`src/rtl/logic_unit_arbiter.sv`:
```
// logic_unit_arbiter: shares one logic/ALU unit between NREQ requesters.
// A pending request is granted, and its operands and opcode are registered
// onto the shared unit. The block then waits LU_LAT cycles, captures the
// result, and returns it on a valid/ready channel tagged with the requester
// index. Only one operation is in flight at a time.
//
// Build option: define LUARB_RR_EN for round-robin arbitration. Without it,
// arbitration is fixed priority (lowest index wins).
//
// Ports:
//   clk, rst_n            clock, asynchronous active-low reset
//   req_valid/req_ready   per-requester request handshake (grant is one-hot)
//   req_a/req_b/req_op    packed per-requester operands and opcode
//   lu_a/lu_b/lu_op       registered operands and opcode to the shared unit
//   lu_busy               unit computing
//   lu_res                shared-unit result
//   rsp_valid/rsp_ready   response handshake
//   rsp_id/rsp_data       owner index and captured result
module logic_unit_arbiter #(
  parameter int NREQ   = 4,
  parameter int WIDTH  = 32,
  parameter int LU_LAT = 1,
  parameter int IDW    = 3
) (
  input  logic                  clk,
  input  logic                  rst_n,
  input  logic [NREQ-1:0]       req_valid,
  output logic [NREQ-1:0]       req_ready,
  input  logic [NREQ*WIDTH-1:0] req_a,
  input  logic [NREQ*WIDTH-1:0] req_b,
  input  logic [NREQ*2-1:0]     req_op,
  output logic [WIDTH-1:0]      lu_a,
  output logic [WIDTH-1:0]      lu_b,
  output logic [1:0]            lu_op,
  output logic                  lu_busy,
  input  logic [WIDTH-1:0]      lu_res,
  output logic                  rsp_valid,
  input  logic                  rsp_ready,
  output logic [IDW-1:0]        rsp_id,
  output logic [WIDTH-1:0]      rsp_data
);

  localparam int          IXW      = (NREQ > 1) ? $clog2(NREQ) : 1;
  localparam int unsigned NREQ_U   = NREQ;
  localparam logic [3:0]  CNT_LOAD = 4'(LU_LAT - 1);

  typedef enum logic [1:0] {
    ST_IDLE = 2'd0,
    ST_BUSY = 2'd1,
    ST_RESP = 2'd2
  } state_e;

  state_e           state_q, state_d;
  logic [3:0]       cnt_q, cnt_d;
  logic [WIDTH-1:0] lu_a_q, lu_a_d;
  logic [WIDTH-1:0] lu_b_q, lu_b_d;
  logic [1:0]       lu_op_q, lu_op_d;
  logic             lu_busy_q, lu_busy_d;
  logic             rsp_valid_q, rsp_valid_d;
  logic [IDW-1:0]   rsp_id_q, rsp_id_d;
  logic [WIDTH-1:0] rsp_data_q, rsp_data_d;
`ifdef LUARB_RR_EN
  logic [IXW-1:0]   ptr_q, ptr_d;
`endif

  logic             gnt_found;
  logic [IXW-1:0]   gnt_idx;
  int unsigned      cand;
  logic             xfer;

  // Grant search: a linear scan, starting at the pointer when round-robin
  // is enabled, or at index 0 otherwise.
  always_comb begin
    gnt_found = 1'b0;
    gnt_idx   = '0;
    cand      = 0;
    for (int unsigned k = 0; k < NREQ_U; k++) begin
`ifdef LUARB_RR_EN
      cand = 32'(ptr_q) + k;
      if (cand >= NREQ_U) begin
        cand = cand - NREQ_U;
      end
`else
      cand = k;
`endif
      if (!gnt_found && req_valid[cand[IXW-1:0]]) begin
        gnt_found = 1'b1;
        gnt_idx   = cand[IXW-1:0];
      end
    end
  end

  assign xfer = (state_q == ST_IDLE) && gnt_found;

  // State register
  always_ff @(posedge clk or negedge rst_n) begin
    if (!rst_n) begin
      state_q     <= ST_IDLE;
      cnt_q       <= '0;
      lu_a_q      <= '0;
      lu_b_q      <= '0;
      lu_op_q     <= '0;
      lu_busy_q   <= 1'b0;
      rsp_valid_q <= 1'b0;
      rsp_id_q    <= '0;
      rsp_data_q  <= '0;
`ifdef LUARB_RR_EN
      ptr_q       <= '0;
`endif
    end else begin
      state_q     <= state_d;
      cnt_q       <= cnt_d;
      lu_a_q      <= lu_a_d;
      lu_b_q      <= lu_b_d;
      lu_op_q     <= lu_op_d;
      lu_busy_q   <= lu_busy_d;
      rsp_valid_q <= rsp_valid_d;
      rsp_id_q    <= rsp_id_d;
      rsp_data_q  <= rsp_data_d;
`ifdef LUARB_RR_EN
      ptr_q       <= ptr_d;
`endif
    end
  end

  // Next-state logic
  always_comb begin
    state_d = state_q;
    cnt_d   = cnt_q;
    unique case (state_q)
      ST_IDLE: begin
        if (xfer) begin
          state_d = ST_BUSY;
          cnt_d   = CNT_LOAD;
        end
      end
      ST_BUSY: begin
        if (cnt_q == '0) begin
          state_d = ST_RESP;
        end else begin
          cnt_d = cnt_q - 4'd1;
        end
      end
      ST_RESP: begin
        if (rsp_ready) begin
          state_d = ST_IDLE;
        end
      end
      default: state_d = ST_IDLE;
    endcase
  end

  // Output logic
  always_comb begin
    req_ready = '0;
    if (xfer && rst_n) begin
      req_ready[gnt_idx] = 1'b1;
    end

    lu_a_d     = lu_a_q;
    lu_b_d     = lu_b_q;
    lu_op_d    = lu_op_q;
    rsp_id_d   = rsp_id_q;
    rsp_data_d = rsp_data_q;
`ifdef LUARB_RR_EN
    ptr_d      = ptr_q;
`endif

    if (xfer) begin
      lu_a_d   = req_a[32'(gnt_idx)*WIDTH +: WIDTH];
      lu_b_d   = req_b[32'(gnt_idx)*WIDTH +: WIDTH];
      lu_op_d  = req_op[32'(gnt_idx)*2 +: 2];
      rsp_id_d = IDW'(gnt_idx);
`ifdef LUARB_RR_EN
      ptr_d    = (32'(gnt_idx) == NREQ_U - 1) ? '0 : gnt_idx + IXW'(1);
`endif
    end

    if (state_q == ST_BUSY && cnt_q == '0) begin
      rsp_data_d = lu_res;
    end

    // Status flags are registered from the next state so both come
    // straight from flops.
    lu_busy_d   = (state_d == ST_BUSY);
    rsp_valid_d = (state_d == ST_RESP);
  end

  assign lu_a      = lu_a_q;
  assign lu_b      = lu_b_q;
  assign lu_op     = lu_op_q;
  assign lu_busy   = lu_busy_q;
  assign rsp_valid = rsp_valid_q;
  assign rsp_id    = rsp_id_q;
  assign rsp_data  = rsp_data_q;

endmodule
```
`config.mk`:
```
export PLATFORM = sky130hd
export DESIGN_NAME = logic_unit_arbiter
export DESIGN_NICKNAME = d
export VERILOG_FILES = /design/src/rtl/logic_unit_arbiter.sv
export SDC_FILE = /design/constraint.sdc
export NUM_CORES = 1
export LEC_CHECK = 0
export CAP_MARGIN = 20
export CORE_AREA = 8 8 155 157
export CTS_CLUSTER_DIAMETER = 80
export DETAILED_ROUTE_END_ITERATION = 16
export DIE_AREA = 0 0 163 165
export PLACE_DENSITY = 0.73
export REMOVE_ABC_BUFFERS = 1
export SKIP_CTS_REPAIR_TIMING = 1
export SYNTH_ARGS = -nofsm -noshare
export SYNTH_HDL_FRONTEND = slang
export SYNTH_SLANG_ARGS = --single-unit
export TNS_END_PERCENT = 20
```
`constraint.sdc`:
```
create_clock -name clk -period 4.4 [get_ports clk]
set_input_delay 0.88 -clock clk [delete_from_list [all_inputs] [get_ports clk]]
set_output_delay 0.88 -clock clk [all_outputs]
set_load 0.02 [all_outputs]
```
==> impl_metrics.json <==
{
  "status": "completed",
  "hold_viol": 0,
  "vdd_drop_max_uv": 374,
  "drt_iter0_markers": 482,
  "critPathArrivalTime_ns": 2.44,
  "reg2reg_to": "lu_b[25]",
  "syn_inst": 624,
  "cts_buffer_depth": 2,
  "grt_overflow": 0,
  "num-fill-cells": 1955,
  "grt_antenna_before_repair": 0,
  "maxCapViolCount": 0,
  "maxSlewHeadroom": 0.327,
  "wirelength_mm": 27.7,
  "grt_max_degree": 74,
  "synth_area_um2": 6270,
  "drv_slew": 0,
  "synth_warnings": 0,
  "worst_pin_slew_ns": 1.01,
  "grt_usage": 0.197,
  "die_y_um": 165,
  "fin_setup_tns_ns": 0,
  "cts_buffers": 9,
  "critPathKind": "primary input to output port",
  "ys.flop_type": "dfrtp_1",
  "yosys-top-cells-area": "dfrtp_1 43%, mux2_4 6.7%, a221o_1 5.8%, a221oi_1 5.0%, mux2i_1 4.8%",
  "r2r_start": "state_q[1]",
  "synth_enable_flop_cells": 0,
  "setup_viol": 0,
  "fin_skew_ns": 0.0117,
  "n_antenna_cell": 0,
  "powerDensity_nw_per_um2": 561,
  "clock_sinks": 108,
  "wl_per_cell_um": 21.7,
  "drc": 0,
  "ys_ff_latch": 108,
  "die_area_um2": 26900,
  "rrSetupSlack_ns": 2.23,
  "area.growth.synth_to_final_pct": 72.4,
  "synth.cells.most_frequent": "108 x dfrtp_1, 73 x nand2_1, 43 x nor2_1, 38 x inv_1, 37 x a21o_1",
  "startpoint": "req_valid[3]",
  "drive_gt1_frac": 0.0763,
  "io_buffers": 408,
  "start_kind": "primary input",
  "grt_pass1_vias": 7034,
  "final.period_utilization": 0.754,
  "detail-route-antenna-nets": 0,
  "timing.fmax_mhz": 302,
  "fin_area_um2": 10800,
  "vias": 6737,
  "start_util": 0.292,
  "min_period_ns": 3.32,
  "final-seq-area_um2": 2700,
  "yosysMostFrequentCell": "dfrtp_1",
  "path_clk_slew_ns": 0.08,
  "num_rows": 54,
  "dieWidth_um": 163,
  "syn_area_per_cell_um2": 10.0,
  "clk_latency_ns": 0.36,
  "yosysSeqAreaShare": 0.431,
  "coreArea_um2": 21500,
  "dp_hpwl_mm": 21.2,
  "cts_tree": "yes",
  "hp-class": "primary input to asynchronous set/reset pin",
  "h-tree-depth": 3,
  "rsz0062_at_grt": "no",
  "leakagePower_nw": 4.79,
  "multi_input_comb_area_um2": 3120,
  "gp_congestion": 0.819,
  "ys_async_sr_fraction": 1.00,
  "viasPerCell": 5.28,
  "io_pins": 410,
  "rr_worst_depth": 6,
  "synth.distinct_cells": 40,
  "nets": 1296,
  "cp.required_ns": 3.52,
  "synth.top_cell.area_share": 0.431,
  "postPlaceCellArea_um2": 10500,
  "synth_top_area_cell": "dfrtp_1",
  "path_max_fanout": 2,
  "critPathCapture": "req_ready[3]",
  "end_kind": "output port",
  "clock_tree.root_cell": "clkbuf_16",
  "grt_first_pass_wirelength_mm": 41.3,
  "firstDrtPassIters": 7
}
==> cells in the final DEF (no fill, tap or decap), drive strengths merged, types with 3 or more instances in the layout <==
cell	n
clkdlybuf4s50	403
dfrtp	108
nand2	73
nor2	44
inv	43
a21o	37
o22ai	36
a221o	36
a221oi	36
mux2	32
mux2i	30
a22oi	30
o221ai	30
buf	18
clkbuf	9
nand3	3
==> worst max-delay path: stages <==
cell	delay [ns]
buf_2	0.09
nor2b_1	0.55
and4_1	0.28
clkdlybuf4s50_1	0.64
==> worst min path at each step <==
stage | startpoint | cells past startpoint | endpoint | slack (ns)
after global placement | lu_b[24] | 1 | lu_b[24] | 0.46
after floorplan | cnt_q[3] | 2 | cnt_q[3] | 0.51
after detailed placement | lu_b[20] | 1 | lu_b[20] | 0.46
final | rst_n | 1 | rsp_data[11] | 0.36
after CTS | rst_n | 1 | rsp_data[11] | 0.35
after global routing | rst_n | 1 | rsp_data[11] | 0.35
==> power breakdown <==
part | total [W] | internal (W) | switching (W)
Clock | 0.000858 | 0.000413 | 0.000445
Combinational | 0.00344 | 0.00176 | 0.00168
Sequential | 0.00176 | 0.00149 | 0.000277
==> state kept, by name, summed over array words and instances, names as in the netlist <==
| register | count |
|---|---|
| lu_a | 32 |
| lu_b | 32 |
| rsp_data | 32 |
| cnt_q | 4 |
| lu_op | 2 |
| rsp_id | 2 |
| state_q | 2 |
| lu_busy | 1 |
| rsp_valid | 1 |
==> stage by stage <==
step | hold slack [ns] | power, W | util | cells | setup WS, ns
detailed placement | 0.465 | 0.00524 | 0.488 | 1260 | 1.07
global route | 0.353 | 0.00641 | 0.503 | 1276 | 0.986
finish | 0.362 | 0.00606 | 0.503 | 1276 | 1.08
global placement | 0.458 | 0.00519 | 0.488 | 1260 | 1.07
floorplan | 0.506 | 0.00352 | - | 559 | 0.780
CTS | 0.351 | 0.00614 | 0.503 | 1276 | 1.06
==> cell families after synthesis <==
logic type,Yosys count,synth area share
compound gates,212,0.274
xor+xnor,2,0.00280
fa+ha+maj,2,0.00399
buf+inv,103,0.0749
flops,108,0.431
mux,62,0.122
other cells,1,0.000598
simple gates,134,0.0907
==> per-layer routing <==
layer | wire length [µm] | track usage | vias up
met5 | 0 | 0 | -
met4 | 854 | 0.0755 | 0
met3 | 2290 | 0.0646 | 43
met2 | 13800 | 0.331 | 285
met1 | 10800 | 0.231 | 3320
li1 | - | - | 3089
==> area by class of cell <==
cell class / instances / share of cell area
Clock buffer: 9 / 0.0209
Clock inverter: 7 / 0.00776
Inverter: 38 / 0.0132
Multi-Input combinational cell: 413 / 0.289
Sequential cell: 108 / 0.250
Tap cell: 280 / 0.0324
Timing Repair Buffer: 421 / 0.386
Power figures use the tool's default switching activity.
==> edit: new RTL, same flow settings <==
Encoding of `state_e`: now one-hot (3 bits for 3 states).
--- a/src/rtl/logic_unit_arbiter.sv
+++ b/src/rtl/logic_unit_arbiter.sv
@@ -45,8 +45,8 @@
   localparam logic [3:0]  CNT_LOAD = 4'(LU_LAT - 1);
 
-  typedef enum logic [1:0] {
-    ST_IDLE = 2'd0,
-    ST_BUSY = 2'd1,
-    ST_RESP = 2'd2
+  typedef enum logic [2:0] {
+    ST_IDLE = 3'b001,
+    ST_BUSY = 3'b010,
+    ST_RESP = 3'b100
   } state_e;
 
Check against the original RTL: same outputs for any inputs over 10 cycles, from zero or initial values and one cycle with rst_n low; not proved beyond that.
==> edit against the original RTL <==
Sequential cell count is 1 higher. Synthesized area is 20% higher. Final cell count is 17% higher. Synthesized cell count is 41% higher. Design area is 11% higher. Critical path depth is 1 higher. Wire length is 13% higher. Count of clock-buffer cells in the layout is 1 higher. Power is 0.48% lower. Worst setup slack worse by 0.24 ns. Via count is 18% higher. Fmax is 6.7% lower. Register-to-register slack worse by 0.78 ns. Critical path type is now reg2out. Critical endpoint is now req_ready[2]. Largest cell class unchanged.
==> edit: results (changes against the original RTL) <==
metric	value	unit	change
Pre-antenna DRT Iters	4		-3
R2R cell count	5		-1
Via Count	7982		+18%
DRT met1 WL	12.2	mm	+14%
final sequential cell count	109		+0.93%
Fin Clk Skew	0.0114	ns	-0.000256 ns
layout cells sized above 1	6.08	%	-1.6 points
# nets final	1518		+17%
fin worst setup slack	0.846	ns	-0.237 ns
critical path's largest stage delay	0.66	ns	+0.02 ns
Peak VDD IR	0.000206	V	-45%
met3 WL post-DR	2.99	mm	+30%
Seq/total area	22.9	%	-2.2 points
status	completed		
initial antenna violation count	1		+1
1st-iter DRT viols	323		-33%
most frequent cells after synthesis	a21oi_1, dfrtp_1, clkbuf_1		
total power	6.03	mW	-0.48%
Non-clk invs	70		+84%
Pint	3.56	mW	-2.7%
largest net degree at the start of global routing	100		+35%
sequential area share after synthesis	36.2	%	-6.9 points
Critical Path AT	2.67	ns	+0.23 ns
startpoint class of the critical path	flop		
met2 routed WL	15.1	mm	+9.4%
fillers	1985		+1.5%
CP endpoint	req_ready[2]		
flop-to-flop setup slack	1.45	ns	-0.78 ns
hpwl dp	22.9	mm	+8.2%
pre-CTS setup slack	1.24	ns	+0.172 ns
Ant. Diodes	1		+1
slew at the pin with the worst max-slew slack	0.941	ns	-0.0664 ns
synth top area cells	dfrtp_1, a21oi_1, a22o_1, and3b_1, nand3b_1		
routed length per instance	20.8	um	-4.1%
vias in the first global route	8159		+16%
All-Layer GR Usage	22.1	%	+2.4 points
Top delay family on crit path	buffers and inverters		
met1 usage	25.0	%	+1.9 points
comb_multi_in	602		+46%
CP Max Fanout	32		+30
first-pass GRT wire length	46.4	mm	+12%
P_leak	4.95	nW	+3.4%
buffering overhead	34.9	%	-3.7 points
met3 Resource Use GR	7.18	%	+0.72 points
GPL Wtd Cong	0.795		-2.8%
Netlist cell types	37		-7.5%
fraction of area in multi-input gates	34.6	%	+5.7 points
Power Clock	829	uW	-3.4%
r2r startpoint	state_q[0]$_DFF_PN1_		
final antenna-violating net count	0		unchanged
GR Layer Usage met2	38.3	%	+5.2 points
Worst R2R End	lu_b[1]$_DFFE_PN0P_		
edit: cell count changes after synthesis, sizes merged, moves of 64 or more:
cell	change
nor2b	+64
nand3b	+65
and3b	+66
a21oi	+133
o21ai	+68
nand2	-70
a31oi	+67
a22o	+66
edit: stage by stage:
step           instance area (um2)  cells  hold slack, ns
6_report                     11900   1499           0.496
5_1_grt                      11900   1499           0.510
4_1_cts                      11900   1498           0.497
3_5_place_dp                 11600   1482           0.479
3_3_place_gp                 11600   1482           0.474
2_1_floorplan                 7100    781           0.465
edit: cell families after synthesis:
logic type               synth area share [%]
multiplexers                             4.91
buffers and inverters                    9.29
flip-flops                               36.2
AND/OR/NAND/NOR                          21.5
other                                  0.0497
AO/OA/AOI/OAI                            27.7
adder cells (fa/ha/maj)                 0.332
edit: worst register-to-register path, delay by kind of cell (launching register included):
family                 cells  cell delay [ns]
buffers and inverters      2             0.96
AO/OA/AOI/OAI              1             0.16
flip-flops                 1             0.59
AND/OR/NAND/NOR            2             1.12
